### src/rtl/mux_rr_arbiter.sv
// mux_rr_arbiter: round-robin owner of a shared 4:1 mux. Drives sel/gnt and registers dout for the owner.
// Optional per-owner hold limit is built in when ARB_TIMEOUT_EN is defined.
module mux_rr_arbiter #(
   parameter int TIMEOUT_CYCLES = 16,
   parameter int CNT_W          = $clog2(TIMEOUT_CYCLES + 1)
) (
   input  logic       clk,
   input  logic       rst_n,
   input  logic [3:0] req,
   input  logic [3:0] din,
   output logic [1:0] sel,
   output logic [3:0] gnt,
   output logic       busy,
   output logic       dout,
   output logic       timeout
);

   // state   | meaning
   // IDLE    | no owner, arbitrate on req starting at ptr
   // GRANT   | requester sel owns the mux, dout follows din[sel]
   // RELEASE | one dead turnaround cycle, req ignored
   localparam logic [1:0] ST_IDLE    = 2'd0;
   localparam logic [1:0] ST_GRANT   = 2'd1;
   localparam logic [1:0] ST_RELEASE = 2'd2;

   logic [1:0] state;
   logic [1:0] ptr;
   logic [1:0] win;
   logic [1:0] idx;
   logic       found;
   logic       limit_hit;

   // First requester at or after ptr, wrapping mod 4.
   always_comb begin
      win   = ptr;
      idx   = ptr;
      found = 1'b0;
      for (int k = 0; k < 4; k++) begin
         idx = ptr + 2'(k);
         if (!found && req[idx]) begin
            win   = idx;
            found = 1'b1;
         end
      end
   end

`ifdef ARB_TIMEOUT_EN
   localparam logic [CNT_W-1:0] CNT_LIMIT = CNT_W'(TIMEOUT_CYCLES - 1);

   logic [CNT_W-1:0] cnt;

   // Held at zero outside GRANT so every new owner starts from a clean count.
   always_ff @(posedge clk or negedge rst_n) begin
      if (!rst_n) begin
         cnt <= '0;
      end else if (state == ST_GRANT) begin
         cnt <= cnt + CNT_W'(1);
      end else begin
         cnt <= '0;
      end
   end

   assign limit_hit = (cnt == CNT_LIMIT);
`else
   logic cfg_unused;

   assign cfg_unused = (TIMEOUT_CYCLES >= 2) && (CNT_W > 0);
   assign limit_hit  = 1'b0;
`endif

   always_ff @(posedge clk or negedge rst_n) begin
      if (!rst_n) begin
         state   <= ST_IDLE;
         ptr     <= 2'd0;
         sel     <= 2'd0;
         gnt     <= 4'd0;
         busy    <= 1'b0;
         dout    <= 1'b0;
         timeout <= 1'b0;
      end else begin
         timeout <= 1'b0;
         case (state)
            ST_IDLE: begin
               dout <= 1'b0;
               if (found) begin
                  sel   <= win;
                  gnt   <= 4'b0001 << win;
                  busy  <= 1'b1;
                  state <= ST_GRANT;
               end
            end
            ST_GRANT: begin
               if (!req[sel] || limit_hit) begin
                  gnt     <= 4'd0;
                  busy    <= 1'b0;
                  dout    <= 1'b0;
                  ptr     <= sel + 2'd1;
                  timeout <= req[sel];
                  state   <= ST_RELEASE;
               end else begin
                  dout <= din[sel];
               end
            end
            ST_RELEASE: begin
               state <= ST_IDLE;
            end
            default: begin
               gnt   <= 4'd0;
               busy  <= 1'b0;
               dout  <= 1'b0;
               state <= ST_IDLE;
            end
         endcase
      end
   end

endmodule

### config.mk
export PLATFORM = sky130hd
export DESIGN_NAME = mux_rr_arbiter
export DESIGN_NICKNAME = d
export VERILOG_FILES = /design/src/rtl/mux_rr_arbiter.sv
export SDC_FILE = /design/constraint.sdc
export NUM_CORES = 1
export LEC_CHECK = 0
export CAP_MARGIN = 25
export CORE_AREA = 2 2 41 43
export DETAILED_ROUTE_END_ITERATION = 10
export DIE_AREA = 0 0 43 45
export GPL_TIMING_DRIVEN = 0
export PLACE_DENSITY = 0.77
export SLEW_MARGIN = 20
export SYNTH_ARGS = -nofsm -noshare
export SYNTH_HDL_FRONTEND = slang
export SYNTH_SLANG_ARGS = --single-unit
### constraint.sdc
create_clock -name clk -period 3.99 [get_ports clk]
set_input_delay 1.197 -clock clk [delete_from_list [all_inputs] [get_ports clk]]
set_output_delay 1.197 -clock clk [all_outputs]
set_load 0.01 [all_outputs]
==> flow_summary.ini, run 1 <==
[pwr]
leakagePower_nw = 0.3778
swShare_pct = 36.97
intPower_mw = 0.4312
power_frac_seq_pct = 34.5
pwr-share-comb_pct = 51.2
p_sw_mw = 0.2529
power.density_mw_per_mm2 = 747.0
irDropWorstVdd_uv = 365.5
clock_power_share_pct = 14.3

[clocking]
cts_max_level = 1
cts_tree = done
cts_buffers = 3
post-cts-setup-buffers = 0
clk_path_buf_depth = 2
clk_latency_ns = 0.28
post_cts_resize_count = 0
clock_sinks = 12
path_clk_slew_ns = 0.07
cts_root_buf = clkbuf_4
postCtsHoldBufs = 0

[worst_setup_path]
reg2reg_depth = 4
crit_buf_inv = 1
cp_max_fo = 6
crit_path_top_delay_cell = clkdlybuf4s50_1
cp-end-kind = flip-flop
critPathArrivalTime_ns = 2.81
crit_type = input port to flip-flop
path_cells = clkdlybuf4s50_1 > nor4_2 > nor2_1 > mux2i_2 > a22o_1
reg2reg_from = sel[0]$_DFFE_PN0P_
critical_path.startpoint = req[0]
critical_path_required_ns = 4.21
crit_family = simple AND/OR/NAND/NOR gates
critPathMaxStageDelay_ns = 0.50
cp.depth = 5
startpoint_type = input port

[placed_design]
portBuffers = 17
detailed_place_hpwl_um = 998.4
place_congestion = 0.7924
placedCellCount = 93

[logic_synthesis]
synthCells = 60
synthFlopType = dfrtp_1
seq_area_frac_synth_pct = 43.56
yosys_register_bits = 12
synth_edf_count = 0
synth.distinct_cells = 31
ys_top_cells_by_area = dfrtp_1 44%, a2111oi_4 4.0%, mux4_1 3.8%, nor2_1 3.8%, mux4_2 3.3%
async_reset_ff_share_pct = 100.0
syn_avg_cell_area_um2 = 11.49
post-synth-top-area-cell = dfrtp_1
syn_nets = 70
synthTopCellsByCount = 12 x dfrtp_1, 7 x nor2_1, 3 x a21oi_1, 3 x nand2_1, 3 x nor2b_1
ys.warnings.count = 0
synth_top_area_share_pct = 43.56
syn-cell-area_um2 = 689.4
post-synth-top-count-cell = dfrtp_1

[sta]
rsz0062_at_grt = false
slew_headroom_pct = 63.36
finalHoldViolations = 0
period_minus_slack_ns = 2.591
fin_setup_tns_ns = 0
finClkSkew_ns = 0.0008245
setup_viol = 0
drv_slew = 0
fin_crit_sh_pct = 64.95
tightest_slew_ns = 0.5479
fmax_mhz = 385.9

[grt]
grt.total_usage_pct = 16.37
grt_antenna_before_repair = 0
grt_overflow = 0
grt_pass1_wl_um = 2221
grt_pass1_vias = 509
grt_start_max_net_pins = 13

[finish]
n_fill_cell = 136
antennaDiodeCount = 0
final_cells = 97
drive_gt1_share_pct = 19.75
area_growth_pct = 32.85
nets = 92

[die]
start_util_pct = 46.85
die_w_um = 43
die_h_um = 45
fp-row-count = 14
core-area_mm2 = 0.001471
dieArea_mm2 = 0.001935
pin_count = 19

[hold_path]
hold_path_class = flip-flop to flip-flop
hp-start = gnt[2]$_DFFE_PN0P_
hold_depth = 1

[route]
vias = 572
drt-total-wl_um = 1372
vias_per_cell = 5.897
drc_errors = 0
wl_per_cell_um = 14.14
dr.pass1.iters = 4
ant_nets = 0
drt_iter0_markers = 5

[run_status]
status = complete, no violations

[job]
drv_cap = 0
-- layout by cell type (no fill, tap or decap), types with 2 or more instances in the layout --
| cell | count |
|---|---|
| clkdlybuf4s50_1 | 17 |
| nand2_1 | 3 |
| clkbuf_4 | 3 |
| o22ai_1 | 2 |
| dfrtp_1 | 12 |
| nor2_1 | 7 |
| nor3_1 | 2 |
| nor2b_1 | 3 |
| a22o_1 | 2 |
| o21ai_0 | 2 |
| inv_1 | 2 |
| a32o_1 | 2 |
| a21oi_1 | 3 |
-- per-layer routing --
metal  part of all wire (%)  vias to the layer above  routed length [um]  track usage (%)
li1                       -                      266                   -                -
met1                     46                      280                 632            21.45
met2                     45                       22                 614            24.55
met3                    5.1                        4                  70            2.400
met4                    4.0                        0                  55            12.73
met5                      0                        -                   0                0
-- worst paths after layout --
kind,slack (ns),to
setup reg to reg,2.30,gnt[1]$_DFFE_PN0P_
min in group asynchronous,1.27,busy$_DFFE_PN0P_
setup / recovery,1.40,gnt[1]$_DFFE_PN0P_
hold reg to reg,0.50,gnt[2]$_DFFE_PN0P_
max in group asynchronous,2.36,gnt[2]$_DFFE_PN0P_
hold / removal,0.50,gnt[2]$_DFFE_PN0P_
-- layout make-up --
type	instances	area [um2]	area share [%]
multi-input combinational	44	362.8	39.62
buffer	2	18.77	2.049
clock buffer	4	36.28	3.962
sequential	12	300.3	32.79
inverter	2	7.507	0.8197
tap	16	20.02	2.186
timing repair buffer	17	170.2	18.58
-- cell families (layout without fill, tap and decap cells) --
group	Yosys count	count (layout)	synth area share, %
other	1	1	0.5439
AND/OR/NAND/NOR	19	19	17.06
multiplexers	3	3	9.074
flip-flops	12	12	43.56
buffers and inverters	4	25	3.812
AO/OA/AOI/OAI	20	20	24.68
XOR/XNOR	1	1	1.271
-- registers in the layout (all words and copies together), names as in the netlist --
| signal | count |
|---|---|
| busy | 1 |
| dout | 1 |
| gnt | 4 |
| ptr | 2 |
| sel | 2 |
| state | 2 |
-- power by group through the flow --
stage / sequential [mW] / combinational, mW / clock (mW)
final: 0.236 / 0.350 / 0.0980
after floorplan: 0.244 / 0.219 / 0
after detailed placement: 0.236 / 0.350 / 0
after CTS: 0.235 / 0.353 / 0.0987
after global placement: 0.234 / 0.346 / 0
after global routing: 0.244 / 0.382 / 0.106
-- stage by stage --
step / area, um2 / hold WS [ns] / power, mW / utilization, % / worst slack (ns)
2_1_floorplan: 689.4 / 0.5324 / 0.4632 / - / 1.739
3_3_place_gp: 879.6 / 0.4798 / 0.5802 / 59.78 / 1.118
3_5_place_dp: 879.6 / 0.4894 / 0.5859 / 59.78 / 1.117
4_1_cts: 915.9 / 0.5067 / 0.6865 / 62.24 / 1.399
5_1_grt: 915.9 / 0.5282 / 0.7320 / 62.24 / 1.294
6_report: 915.9 / 0.4988 / 0.6842 / 62.24 / 1.399
Note: power is estimated with default switching activity, not from simulation.
==> inputs of run 2 (changes only) <==
--- a/config.mk
+++ b/config.mk
@@ -6,11 +6,11 @@
 export NUM_CORES = 1
 export LEC_CHECK = 0
 export CAP_MARGIN = 25
-export CORE_AREA = 2 2 41 43
+export CORE_AREA = 2 2 40 51
 export DETAILED_ROUTE_END_ITERATION = 10
-export DIE_AREA = 0 0 43 45
+export DIE_AREA = 0 0 42 53
 export GPL_TIMING_DRIVEN = 0
-export PLACE_DENSITY = 0.77
+export PLACE_DENSITY = 0.69
 export SLEW_MARGIN = 20
 export SYNTH_ARGS = -nofsm -noshare
 export SYNTH_HDL_FRONTEND = slang
==> constraint.sdc (replaced) <==
create_clock -name clk -period 2.1 [get_ports clk]
set_input_delay 0.63 -clock clk [delete_from_list [all_inputs] [get_ports clk]]
set_output_delay 0.63 -clock clk [all_outputs]
set_load 0.01 [all_outputs]
==> flow_summary.ini, run 2 (synthesis results as in run 1) <==
[run_status]
status = complete, no violations

[finish]
antennaDiodeCount = 0
n_fill_cell = 151
regMostFlops = gnt
final_common_cell = clkdlybuf4s50_1
fin_area_um2 = 922.1
regArea_um2 = 300.3
final_cells = 100
largest_reg_flops = 4
nets = 92
drive_gt1_share_pct = 19.75
layout_common_cells = 16 x clkdlybuf4s50_1, 12 x dfrtp_1, 7 x nor2_1
area_growth_pct = 33.76
multiInputGateArea_um2 = 362.8

[die]
core-area_mm2 = 0.001723
die_w_um = 42
start_util_pct = 40.01
die_h_um = 53
pin_count = 19
dieArea_mm2 = 0.002226
fp-row-count = 17

[route]
dr.pass1.iters = 2
vias_per_cell = 5.460
drt-total-wl_um = 1299
ant_nets = 0
vias = 546
drt_iter0_markers = 6
drc_errors = 0
wl_per_cell_um = 12.99

[worst_setup_path]
reg2reg_from = sel[0]$_DFFE_PN0P_
cp-end-kind = flip-flop
critPathArrivalTime_ns = 2.19
crit_type = input port to flip-flop
reg2reg_depth = 4
startpoint_type = input port
critPathMaxStageDelay_ns = 0.58
critical_path.startpoint = req[3]
critical_path_required_ns = 2.27
crit_path_top_delay_cell = mux4_2
cp_max_fo = 6
path_cells = clkdlybuf4s50_1 > mux4_2 > nand2b_2 > mux2i_2 > a22o_1

[sta]
setup_slack_ns = 0.07925
drv_slew = 0
setup_viol = 0
period_minus_slack_ns = 2.021
slew_headroom_pct = 64.10
rsz0062_at_grt = false
fin_crit_sh_pct = 96.23
tightest_slew_ns = 0.5368
hold_ws_ns = 0.5033
fmax_mhz = 494.9
finClkSkew_ns = 0.0006632
finalHoldViolations = 0

[clocking]
clk_latency_ns = 0.27
cts_buffers = 3
cts_tree = done
cts_max_level = 1
cts_root_buf = clkbuf_4
post-cts-setup-buffers = 0
path_clk_slew_ns = 0.08
clock_sinks = 12
postCtsHoldBufs = 0
clk_path_buf_depth = 2
post_cts_resize_count = 0

[placed_design]
placedCellCount = 96
place_congestion = 0.7094
preCtsSetupSlack_ns = -0.2100
placed_cell_area_um2 = 883.3
detailed_place_hpwl_um = 995.9
portBuffers = 17

[grt]
grt_pass1_wl_um = 2256
grt_pass1_vias = 531
grt_antenna_before_repair = 0
grt.total_usage_pct = 13.80
grt_start_max_net_pins = 13
grt_overflow = 0

[hold_path]
hold_path_class = flip-flop to flip-flop
hold_depth = 1
hp-start = gnt[2]$_DFFE_PN0P_

[pwr]
p_total_mw = 1.290
power.density_mw_per_mm2 = 1399
leakagePower_nw = 0.3869
irDropWorstVdd_uv = 672.8

[job]
drv_cap = 0
## run 2: metal layers
layer  track usage (%)  part of all wire (%)
met1             16.53                    43
met3             2.048                   3.3
met4             8.065                  0.85
met2             23.44                    53
met5                 0                     0
## run 2: path summary, 6_finish.rpt
kind / endpoint / slack [ns]
worst max register to register: gnt[1]$_DFFE_PN0P_ / 0.45
worst min register to register: gnt[2]$_DFFE_PN0P_ / 0.50
worst max-delay path: gnt[1]$_DFFE_PN0P_ / 0.08
max in group asynchronous: gnt[3]$_DFFE_PN0P_ / 1.04
min in group asynchronous: dout$_DFFE_PN0P_ / 0.70
worst min-delay path: gnt[2]$_DFFE_PN0P_ / 0.50
## run 2: area by class of cell
cell class,instances,share of cell area [%]
multi-input combinational,44,39.35
sequential,12,32.56
timing repair buffer,17,18.72
clock buffer,4,3.935
tap,19,2.578
buffer,2,2.035
inverter,2,0.8141
## run 2: worst max-delay path: cells and delay by family
| family | cells | cell delay, ns |
|---|---|---|
| muxes | 2 | 0.68 |
| buffers and inverters | 1 | 0.51 |
| AOI/OAI and AO/OA | 1 | 0.24 |
| and+or+nand+nor | 1 | 0.12 |
## run 2: stage by stage
step                      setup TNS (ns)  util [%]
final                                  0     53.52
after global routing                   0     53.52
after CTS                              0     53.38
after detailed placement          -1.305     51.27
after global placement            -1.177     51.27
after floorplan                        0         -
## run 2: power by group
group,switching [mW],leakage [nW],total (mW),internal (mW)
Clock,0.0803,0.0210,0.186,0.105
Combinational,0.279,0.217,0.658,0.379
Sequential,0.112,0.149,0.447,0.335
Total,0.471,0.387,1.29,0.819
